[src/rtl/rx_buffer_pkg.sv]
// Shared constants for the receive buffer: default sizes, register map, STATUS bit layout.
// Latency: n/a (constants only).
// Backpressure: n/a. Optional parity tagging is enabled by defining RX_BUF_PARITY_EN.
package rx_buffer_pkg;

  localparam int RX_BITWIDTH_DEF = 8;
  localparam int RX_DEPTH_DEF    = 4;

  // Host register addresses, sampled with the read strobe
  localparam logic [1:0] RX_ADDR_DATA = 2'd0;
  localparam logic [1:0] RX_ADDR_STAT = 2'd1;
  localparam logic [1:0] RX_ADDR_CNT  = 2'd2;
  localparam logic [1:0] RX_ADDR_PEEK = 2'd3;

  // STATUS register bit positions
  localparam int RX_STAT_RXRDY = 0;
  localparam int RX_STAT_FULL  = 1;
  localparam int RX_STAT_OVR   = 2;
  localparam int RX_STAT_UNR   = 3;
  localparam int RX_STAT_PERR  = 4;

endpackage

[src/rtl/rx_fifo_core.sv]
// Circular FIFO storage with pointers, occupancy count and full/empty flags.
// Latency: push visible at head one edge later; head is read combinationally.
// Backpressure: push into a full FIFO is dropped unless a pop frees the slot on the same edge.
module rx_fifo_core #(
  parameter int W     = 8,
  parameter int DEPTH = 4
) (
  input  logic                       clk_i,
  input  logic                       rst_i,
  input  logic                       push_i,
  input  logic                       pop_i,
  input  logic [W-1:0]               wdata_i,
  output logic [W-1:0]               head_o,
  output logic [$clog2(DEPTH):0]     cnt_o,
  output logic                       empty_o,
  output logic                       full_o
);

  localparam int PW = $clog2(DEPTH);
  localparam int CW = PW + 1;

  logic [W-1:0]  mem [DEPTH];
  logic [PW-1:0] wp_q, wp_d;
  logic [PW-1:0] rp_q, rp_d;
  logic [CW-1:0] cnt_q, cnt_d;
  logic          pop_eff;
  logic          push_acc;

  assign empty_o = (cnt_q == '0);
  assign full_o  = (cnt_q == CW'(DEPTH));
  assign cnt_o   = cnt_q;
  assign head_o  = mem[rp_q];

  // A pop on an empty FIFO does nothing; a same-edge pop lets a push into a full FIFO through.
  assign pop_eff  = pop_i && !empty_o;
  assign push_acc = push_i && (!full_o || pop_eff);

  // Next-state for pointers and occupancy; power-of-two depth makes pointer wrap free.
  always_comb begin
    wp_d  = wp_q;
    rp_d  = rp_q;
    cnt_d = cnt_q;
    if (push_acc) wp_d = wp_q + PW'(1);
    if (pop_eff)  rp_d = rp_q + PW'(1);
    case ({push_acc, pop_eff})
      2'b10:   cnt_d = cnt_q + CW'(1);
      2'b01:   cnt_d = cnt_q - CW'(1);
      default: cnt_d = cnt_q;
    endcase
  end

  // Pointer and count registers, cleared asynchronously.
  always_ff @(posedge clk_i or posedge rst_i) begin
    if (rst_i) begin
      wp_q  <= '0;
      rp_q  <= '0;
      cnt_q <= '0;
    end else begin
      wp_q  <= wp_d;
      rp_q  <= rp_d;
      cnt_q <= cnt_d;
    end
  end

  // Storage write; contents are deliberately not reset.
  always_ff @(posedge clk_i) begin
    if (push_acc) mem[wp_q] <= wdata_i;
  end

endmodule

[src/rtl/rx_buffer.sv]
// Receive buffer: FIFO of deserialized bytes drained by the host via a 2-bit register map.
// Latency: read data registered, valid the cycle after the read strobe; push visible after 1 edge.
// Backpressure: none; full-drop sets sticky OVR, empty DATA read sets sticky UNR. Option: RX_BUF_PARITY_EN.
module rx_buffer
  import rx_buffer_pkg::*;
#(
  parameter int BITWIDTH = RX_BITWIDTH_DEF,
  parameter int DEPTH    = RX_DEPTH_DEF
) (
  input  logic                rClk,
  input  logic                rRst,
  input  logic [BITWIDTH-1:0] rdataIn,
  input  logic                rWR,
  input  logic                rPERR,
  input  logic                rRD,
  input  logic [1:0]          rpaddr,
  output logic [BITWIDTH-1:0] rdataOut,
  output logic                rEMPTY,
  output logic                rFULL,
  output logic                rrxrdy
);

  localparam int CW = $clog2(DEPTH) + 1;

`ifdef RX_BUF_PARITY_EN
  localparam int EW = BITWIDTH + 1;
`else
  localparam int EW = BITWIDTH;
`endif

  logic [EW-1:0]       wentry;
  logic [EW-1:0]       head;
  logic [CW-1:0]       cnt;
  logic                empty;
  logic                full;
  logic                perr_head;
  logic                data_rd;
  logic                stat_rd;
  logic                ovr_set;
  logic                unr_set;
  logic                ovr_q, ovr_d;
  logic                unr_q, unr_d;
  logic [BITWIDTH-1:0] status;
  logic [BITWIDTH-1:0] head_dat;
  logic [BITWIDTH-1:0] rdata_q, rdata_d;

`ifdef RX_BUF_PARITY_EN
  assign wentry    = {rPERR, rdataIn};
  assign perr_head = !empty && head[BITWIDTH];
`else
  logic unused_perr;
  assign unused_perr = rPERR;
  assign wentry      = rdataIn;
  assign perr_head   = 1'b0;
`endif

  assign head_dat = head[BITWIDTH-1:0];
  assign data_rd  = rRD && (rpaddr == RX_ADDR_DATA);
  assign stat_rd  = rRD && (rpaddr == RX_ADDR_STAT);
  // Full implies non-empty, so any DATA read frees a slot for the incoming byte.
  assign ovr_set  = rWR && full && !data_rd;
  assign unr_set  = data_rd && empty;

  rx_fifo_core #(
    .W     (EW),
    .DEPTH (DEPTH)
  ) u_fifo (
    .clk_i   (rClk),
    .rst_i   (rRst),
    .push_i  (rWR),
    .pop_i   (data_rd),
    .wdata_i (wentry),
    .head_o  (head),
    .cnt_o   (cnt),
    .empty_o (empty),
    .full_o  (full)
  );

  assign rEMPTY   = empty;
  assign rFULL    = full;
  assign rrxrdy   = !empty;
  assign rdataOut = rdata_q;

  // STATUS word assembled from pre-clear flag values.
  always_comb begin
    status                = '0;
    status[RX_STAT_RXRDY] = !empty;
    status[RX_STAT_FULL]  = full;
    status[RX_STAT_OVR]   = ovr_q;
    status[RX_STAT_UNR]   = unr_q;
    status[RX_STAT_PERR]  = perr_head;
  end

  // Register read mux; read data holds between strobes. Flag sets win over STATUS clear.
  always_comb begin
    rdata_d = rdata_q;
    ovr_d   = (stat_rd ? 1'b0 : ovr_q) | ovr_set;
    unr_d   = (stat_rd ? 1'b0 : unr_q) | unr_set;
    if (rRD) begin
      case (rpaddr)
        RX_ADDR_DATA: rdata_d = empty ? '0 : head_dat;
        RX_ADDR_STAT: rdata_d = status;
        RX_ADDR_CNT:  rdata_d = BITWIDTH'(cnt);
        default:      rdata_d = empty ? '0 : head_dat;
      endcase
    end
  end

  // Read data and sticky flag registers, cleared asynchronously.
  always_ff @(posedge rClk or posedge rRst) begin
    if (rRst) begin
      rdata_q <= '0;
      ovr_q   <= 1'b0;
      unr_q   <= 1'b0;
    end else begin
      rdata_q <= rdata_d;
      ovr_q   <= ovr_d;
      unr_q   <= unr_d;
    end
  end

endmodule

[config.mk]
export PLATFORM = sky130hd
export DESIGN_NAME = rx_buffer
export DESIGN_NICKNAME = d
export VERILOG_FILES = /design/src/rtl/rx_buffer_pkg.sv /design/src/rtl/rx_fifo_core.sv /design/src/rtl/rx_buffer.sv
export SDC_FILE = /design/constraint.sdc
export NUM_CORES = 1
export LEC_CHECK = 0
export CAP_MARGIN = 20
export CORE_MARGIN = 5
export CORE_UTILIZATION = 50
export CTS_BUF_LIST = sky130_fd_sc_hd__clkbuf_4
export DETAILED_ROUTE_END_ITERATION = 10
export GPL_TIMING_DRIVEN = 0
export PLACE_DENSITY = 0.79
export SKIP_CTS_REPAIR_TIMING = 1
export SLEW_MARGIN = 15
export SYNTH_ARGS = -nofsm -noshare
export SYNTH_HDL_FRONTEND = slang
export SYNTH_SLANG_ARGS = --single-unit
[constraint.sdc]
create_clock -name rClk -period 4.65 [get_ports rClk]
set_clock_uncertainty 0.2 [all_clocks]
set_input_delay 0.465 -clock rClk [delete_from_list [all_inputs] [get_ports rClk]]
set_output_delay 0.465 -clock rClk [all_outputs]
set_load 0.02 [all_outputs]
==> reports/qor.txt, run 1 <==
Finished Layout Cells - 222
Clock Latency Late Sink - 0.35 ns
Total Routing Usage GR - 14.0%
Final Routed Wirelength - 3630 µm
Worst-Margin Slew - 0.642 ns
Layout cells sized above 1 - 13.4%
Number of routed nets with antenna violations - 0
Post-Syn Area per Cell - 15.3 µm²
Cell row count - 23
Vias - 1186
Worst vdd ir - 0.328 mV
Endpoint class of the critical path - output pin
Aggregate global routing overflow - 0
EDFF count, synth - 32
Cell variety after synth - 34
Synth Area in Adders - 5.58%
Compound-gate portion of the synthesized area - 4.88%
Leak - 0.000990 µW
Largest family of logic cells by synthesized area - multiplexers
Hold WS - 0.237 ns
Switching Share - 32.5%
Vias in the first global route - 1256
Reg power frac - 45.9%
Finished layout cell area - 2530 µm²
Core ar. - 4090 µm²
CTS tree - yes
Crit path DAT - 2.00 ns
Ys flop type - edfxtp_1
Final Hold Viols - 0
Number of max-cap violations - 0
Mapped Cells - 141
Power Dens Cells - 561 nW/µm²
Final #Nets - 195
IO Port Bufs - 23
Max Buffers Root-to-Sink - 2
Mux contribution to synthesized area - 9.76%
Critical path required time - 3.98 ns
Setup TNS - 0 ns
Final Setup Violations - 0
Sw Pwr - 461 µW
RSZ-0062 raised after global routing - no
Die W - 75.6 µm
DP Area - 2450 µm²
Sequential fraction of the synthesis area - 64.4%
#FFs+latches synth - 49
Number of placed instances, taps included - 214
Num ports - 26
Clock Power Share - 17.2%
FILL cells - 311
Yosys warnings - 0
Remaining DRCs - 0
Root Driver - clkbuf_4
Die height - 75.6 µm
Hold WC Path Type - input pin to flop
Area Growth Syn to Fin - 17.4%
Part of the cycle the worst path needs - 57.4%
CTS Buf Count - 5
Via density - 5.34
Drt initial violations - 56
Startpoint Class - flop
Initial antenna violation count - 0
Slew HR - 57.2%
Final Slew Violations - 0
Synth Area in Simple Gates - 7.55%
DPL Wire Length - 2740 µm
Number of clock sinks - 49
Fmax - 375 MHz
Net Count, Synth - 165
Comb power frac - 37.0%
Synth Area in XOR/XNOR - 2.44%
First-pass GRT wire length - 5920 µm
Ant. Diodes - 0
Pint - 957 µW
First drt pass iteration count - 4
Synth async-reset ratio - 34.7%
Starting density of the core - 52.7%
Finished Core Util - 61.8%
Htree depth - 2
Kind of critical path - flop to output pin
Critical path peak fanout - 9
Outcome - completed
Yosys top cell by area - edfxtp_1
Pin count of the biggest net entering global routing - 18
Share of the synthesized area in the top cell type - 44.6%
Full die area - 5720 µm²
Mapped Area - 2150 µm²
Synth cell count leaders - 32 x edfxtp_1, 19 x inv_1, 17 x dfrtp_1
DR WL/cell - 16.4 µm
Clk slew on worst S/H paths - 0.14 ns
Most instantiated library cell after synthesis - edfxtp_1
GP Congestion - 0.880
Minimum clock period - 2.67 ns
Synth top area cells - edfxtp_1 45%, dfrtp_1 20%, mux4_1 4.9%, ha_1 4.6%, mux4_2 4.2%
logic make-up (layout without fill, tap and decap cells):
kind of cell,after synthesis,after routing
compound gates,15,15
xor+xnor,6,6
fa+ha+maj,9,9
buf+inv,25,56
flops,49,49
mux,9,9
simple gates,28,28
state kept, by name, summed over array words and instances (netlist names):
register      flops
ovr_q             1
rdataOut          8
u_fifo.cnt_o      3
u_fifo.mem       32
u_fifo.rp_q       2
u_fifo.wp_q       2
unr_q             1
worst max-delay path, cell delays in order, from the launching register on:
cell             delay [ns]
dfrtp_1                0.46
or3_1                  0.40
buf_6                  0.16
inv_6                  0.05
clkdlybuf4s50_1        0.59
worst paths after layout:
check,start,to,slack (ns),depth (start not counted)
max,u_fifo.cnt_o[1]$_DFFE_PP0P_,rEMPTY,1.98,4
min in group asynchronous,rRst,rdataOut[0]$_DFFE_PP0P_,0.28,2
max reg2reg,u_fifo.cnt_o[1]$_DFFE_PP0P_,u_fifo.cnt_o[2]$_DFFE_PP0P_,2.33,9
max in group asynchronous,rRst,u_fifo.wp_q[0]$_DFFE_PP0P_,3.55,2
min,rRD,u_fifo.rp_q[1]$_DFFE_PP0P_,0.24,3
min reg2reg,unr_q$_DFF_PP0_,unr_q$_DFF_PP0_,0.32,2
power by group through the flow:
| stage | Clock [µW] | Combinational, µW | Sequential (µW) |
|---|---|---|---|
| final | 244 | 524 | 650 |
| after global routing | 269 | 575 | 662 |
| after CTS | 248 | 533 | 651 |
| after detailed placement | 0 | 533 | 662 |
| after global placement | 0 | 512 | 651 |
| after floorplan | 0 | 334 | 676 |
placed cells by master (no fill, tap or decap), drive strengths merged, types with 2 or more instances in the layout:
cell type and n:
edfxtp 32, clkdlybuf4s50 23, inv 21, dfrtp 17, ha 8, mux4 8, nand3 7, nand2 6
nor2 6, clkbuf 6, and2 5, o22ai 5, buf 4, xnor2 3, xor2 3, a31oi 2
o21ai 2
layout make-up:
class | instances | area (µm²) | share of cell area, %
clock buffer | 5 | 37.5 | 1.49
multi-input combinational | 67 | 651 | 25.7
tap | 50 | 62.6 | 2.48
buffer | 5 | 36.3 | 1.44
sequential | 49 | 1390 | 54.9
inverter | 20 | 80.1 | 3.17
timing repair buffer | 23 | 230 | 9.11
clock inverter | 3 | 43.8 | 1.73
per-layer routing:
metal | GRT usage, % | part of all wire [%] | vias up
li1 | - | - | 565
met1 | 18.6 | 44 | 587
met2 | 23.7 | 50 | 29
met3 | 2.77 | 4.5 | 5
met4 | 3.50 | 0.72 | 0
met5 | 0 | 0 | -
metrics by stage:
stage	setup slack (ns)	power, µW
final	1.98	1420
after global routing	1.90	1510
after CTS	1.97	1430
after detailed placement	1.67	1190
after global placement	1.78	1160
after floorplan	2.36	1010
No activity file was read; power rests on OpenSTA's default activity.
==> inputs of run 2 (changes only) <==
clock period = 2.7 ns   (was 4.65 ns; I/O delays follow)
==> results of run 2 <==
Same layout as run 1 (identical final DEF). Status: completed.
Among the figures that moved: setup slack after placement 1.67 ns -> -0.0827 ns; setup slack after layout 1.98 ns -> 0.225 ns; hold slack 0.237 ns -> 0.0424 ns; register-to-register setup slack 2.33 ns -> 0.38 ns; total power 1420 µW -> 2440 µW; worst IR drop on VDD 0.328 mV -> 0.565 mV
==> patch: new RTL, settings of run 2 <==
Build with the macro `RX_BUF_PARITY_EN` defined.
--- a/src/rtl/rx_buffer.sv
+++ b/src/rtl/rx_buffer.sv
@@ -1,6 +1,8 @@
 // Receive buffer: FIFO of deserialized bytes drained by the host via a 2-bit register map.
 // Latency: read data registered, valid the cycle after the read strobe; push visible after 1 edge.
 // Backpressure: none; full-drop sets sticky OVR, empty DATA read sets sticky UNR. Option: RX_BUF_PARITY_EN.
+`define RX_BUF_PARITY_EN
+
 module rx_buffer
   import rx_buffer_pkg::*;
 #(
Formal check against the unedited RTL: not equivalent (a bounded check fails within 4 cycles, from zero or initial values and one cycle with rRst high).
==> patch against run 2 <==
- register-to-register slack lost 140 ps
- final area grew 5.6%
- area after synthesis grew 5.3%
- wire length grew 6.7%
- power grew 4.7%
- synthesized cell count grew 2.1%
- maximum frequency grew 0.49%
- critical endpoint is now u_fifo.cnt_o[2]
- cell count grew 3.2%
- sequential cell count grew 4
- setup slack gained 12 ps
==> patch: results (changes against run 2) <==
[outcome]
status=complete, no violations  ; unchanged

[critical_path]
crit_path_top_delay_cell=dfrtp_1  ; was clkdlybuf4s50_1
cp_top_family=adder cells  ; was buffers and inverters
crit_path_max_fanout=9  ; unchanged
setup.worst_path.start=u_fifo.cnt_o[0]  ; was u_fifo.cnt_o[1]
cp_data_arrival_time_ps=2580  ; was 2000 ps
critical-path-max-stage-delay_ps=490  ; was 590 ps
ff2ff_setup_slack_ps=240  ; was 380 ps
reg2regPathDepth=10  ; was 9

[routing]
avgViaCountPerCell=5.47  ; was 5.34
drtIter0Drc=53  ; was 56
postRouteWirelength_um=3870  ; was 3630 um

[final_layout]
fillers=323  ; was 311
drive_above_1_share_pct=13.0  ; was 13.4%
finalNetCount=200  ; was 195

[synth]
ys_async_sr_fraction_pct=32.1  ; was 34.7%
synth_edf_count=36  ; was 32
ys_seq_area_share_pct=66.4  ; was 64.4%
synthTopCellsByArea=edfxtp_1 (48%), dfrtp_1 (19%), mux4_2 (8.9%)  ; was edfxtp_1 (45%), dfrtp_1 (20%), mux4_1 (4.9%)
synthesis.nets=168  ; was 165
synth_cell_types=33  ; was 34

[grt]
grt_pass1_wl_um=6430  ; was 5920 um
track_usage_pct=13.9  ; was 14.0%
grt_pass1_vias=1300  ; was 1256

[placement]
place_ws_ps=-156  ; was -82.7 ps
place_area_sq_mm=0.00258  ; was 0.00245 sq mm
gp_congestion=0.788  ; was 0.880
port_buffers=25  ; was 23
dp_hpwl_um=2850  ; was 2740 um

[clock_network]
numCtsBuffers=5  ; unchanged
clock_latency_ps=380  ; was 350 ps

[timing]
tightestPinTransition_ps=663  ; was 642 ps

[hold_path]
hp-class=in -> async  ; was in -> reg

[pwr]
ir_worst_vdd_uv=457  ; was 565 uV

[patch: report_power, final]
part           switching, uW  internal [uW]
clock network            242            207
registers                110           1100
logic                    465            435
[patch: area by class of cell]
cell class | instances | area share (%)
buffer | 4 | 0.938
clock buffer | 6 | 1.69
clock inverter | 2 | 1.45
inverter | 17 | 2.39
multi-input combinational | 70 | 25.2
sequential | 53 | 56.4
tap | 52 | 2.44
timing repair buffer | 25 | 9.47
[patch: logic make-up (layout without fill, tap and decap cells)]
group	count (synthesis)	in the layout	share of synthesized area, %
adders and majority gates	9	9	5.30
and+or+nand+nor	28	28	6.68
AOI/OAI and AO/OA	16	16	5.46
DFF	53	53	66.4
buffers and inverters	21	54	3.92
xor gates and xnor gates	6	6	2.32
muxes	11	11	9.88
[patch: per-layer routing]
metal | share of wire (%) | vias to the layer above | GRT usage (%)
met5 | 0 | - | 0
met4 | 1.8 | 0 | 4.64
met3 | 4.7 | 8 | 3.59
met2 | 52 | 30 | 23.3
met1 | 42 | 619 | 17.6
li1 | - | 595 | -
[patch: through the flow]
stage | utilization (%) | hold WS (ps) | instances
after CTS | 60.8 | 78.7 | 229
after global routing | 60.9 | 131 | 229
final | 60.9 | 57.4 | 229
after detailed placement | 58.9 | 285 | 221
after floorplan | - | -3.93 | 144
after global placement | 58.9 | 268 | 221
[patch: worst max-delay path by stage]
| stage | slack [ps] | end | cells past startpoint |
|---|---|---|---|
| floorplan | 260 | u_fifo.cnt_o[2] | 9 |
| CTS | 90 | rEMPTY | 4 |
| global route | 0.3 | u_fifo.cnt_o[2] | 12 |
| detailed placement | -160 | u_fifo.cnt_o[2] | 12 |
| finish | 240 | u_fifo.cnt_o[2] | 10 |
| global placement | -10 | u_fifo.cnt_o[2] | 12 |
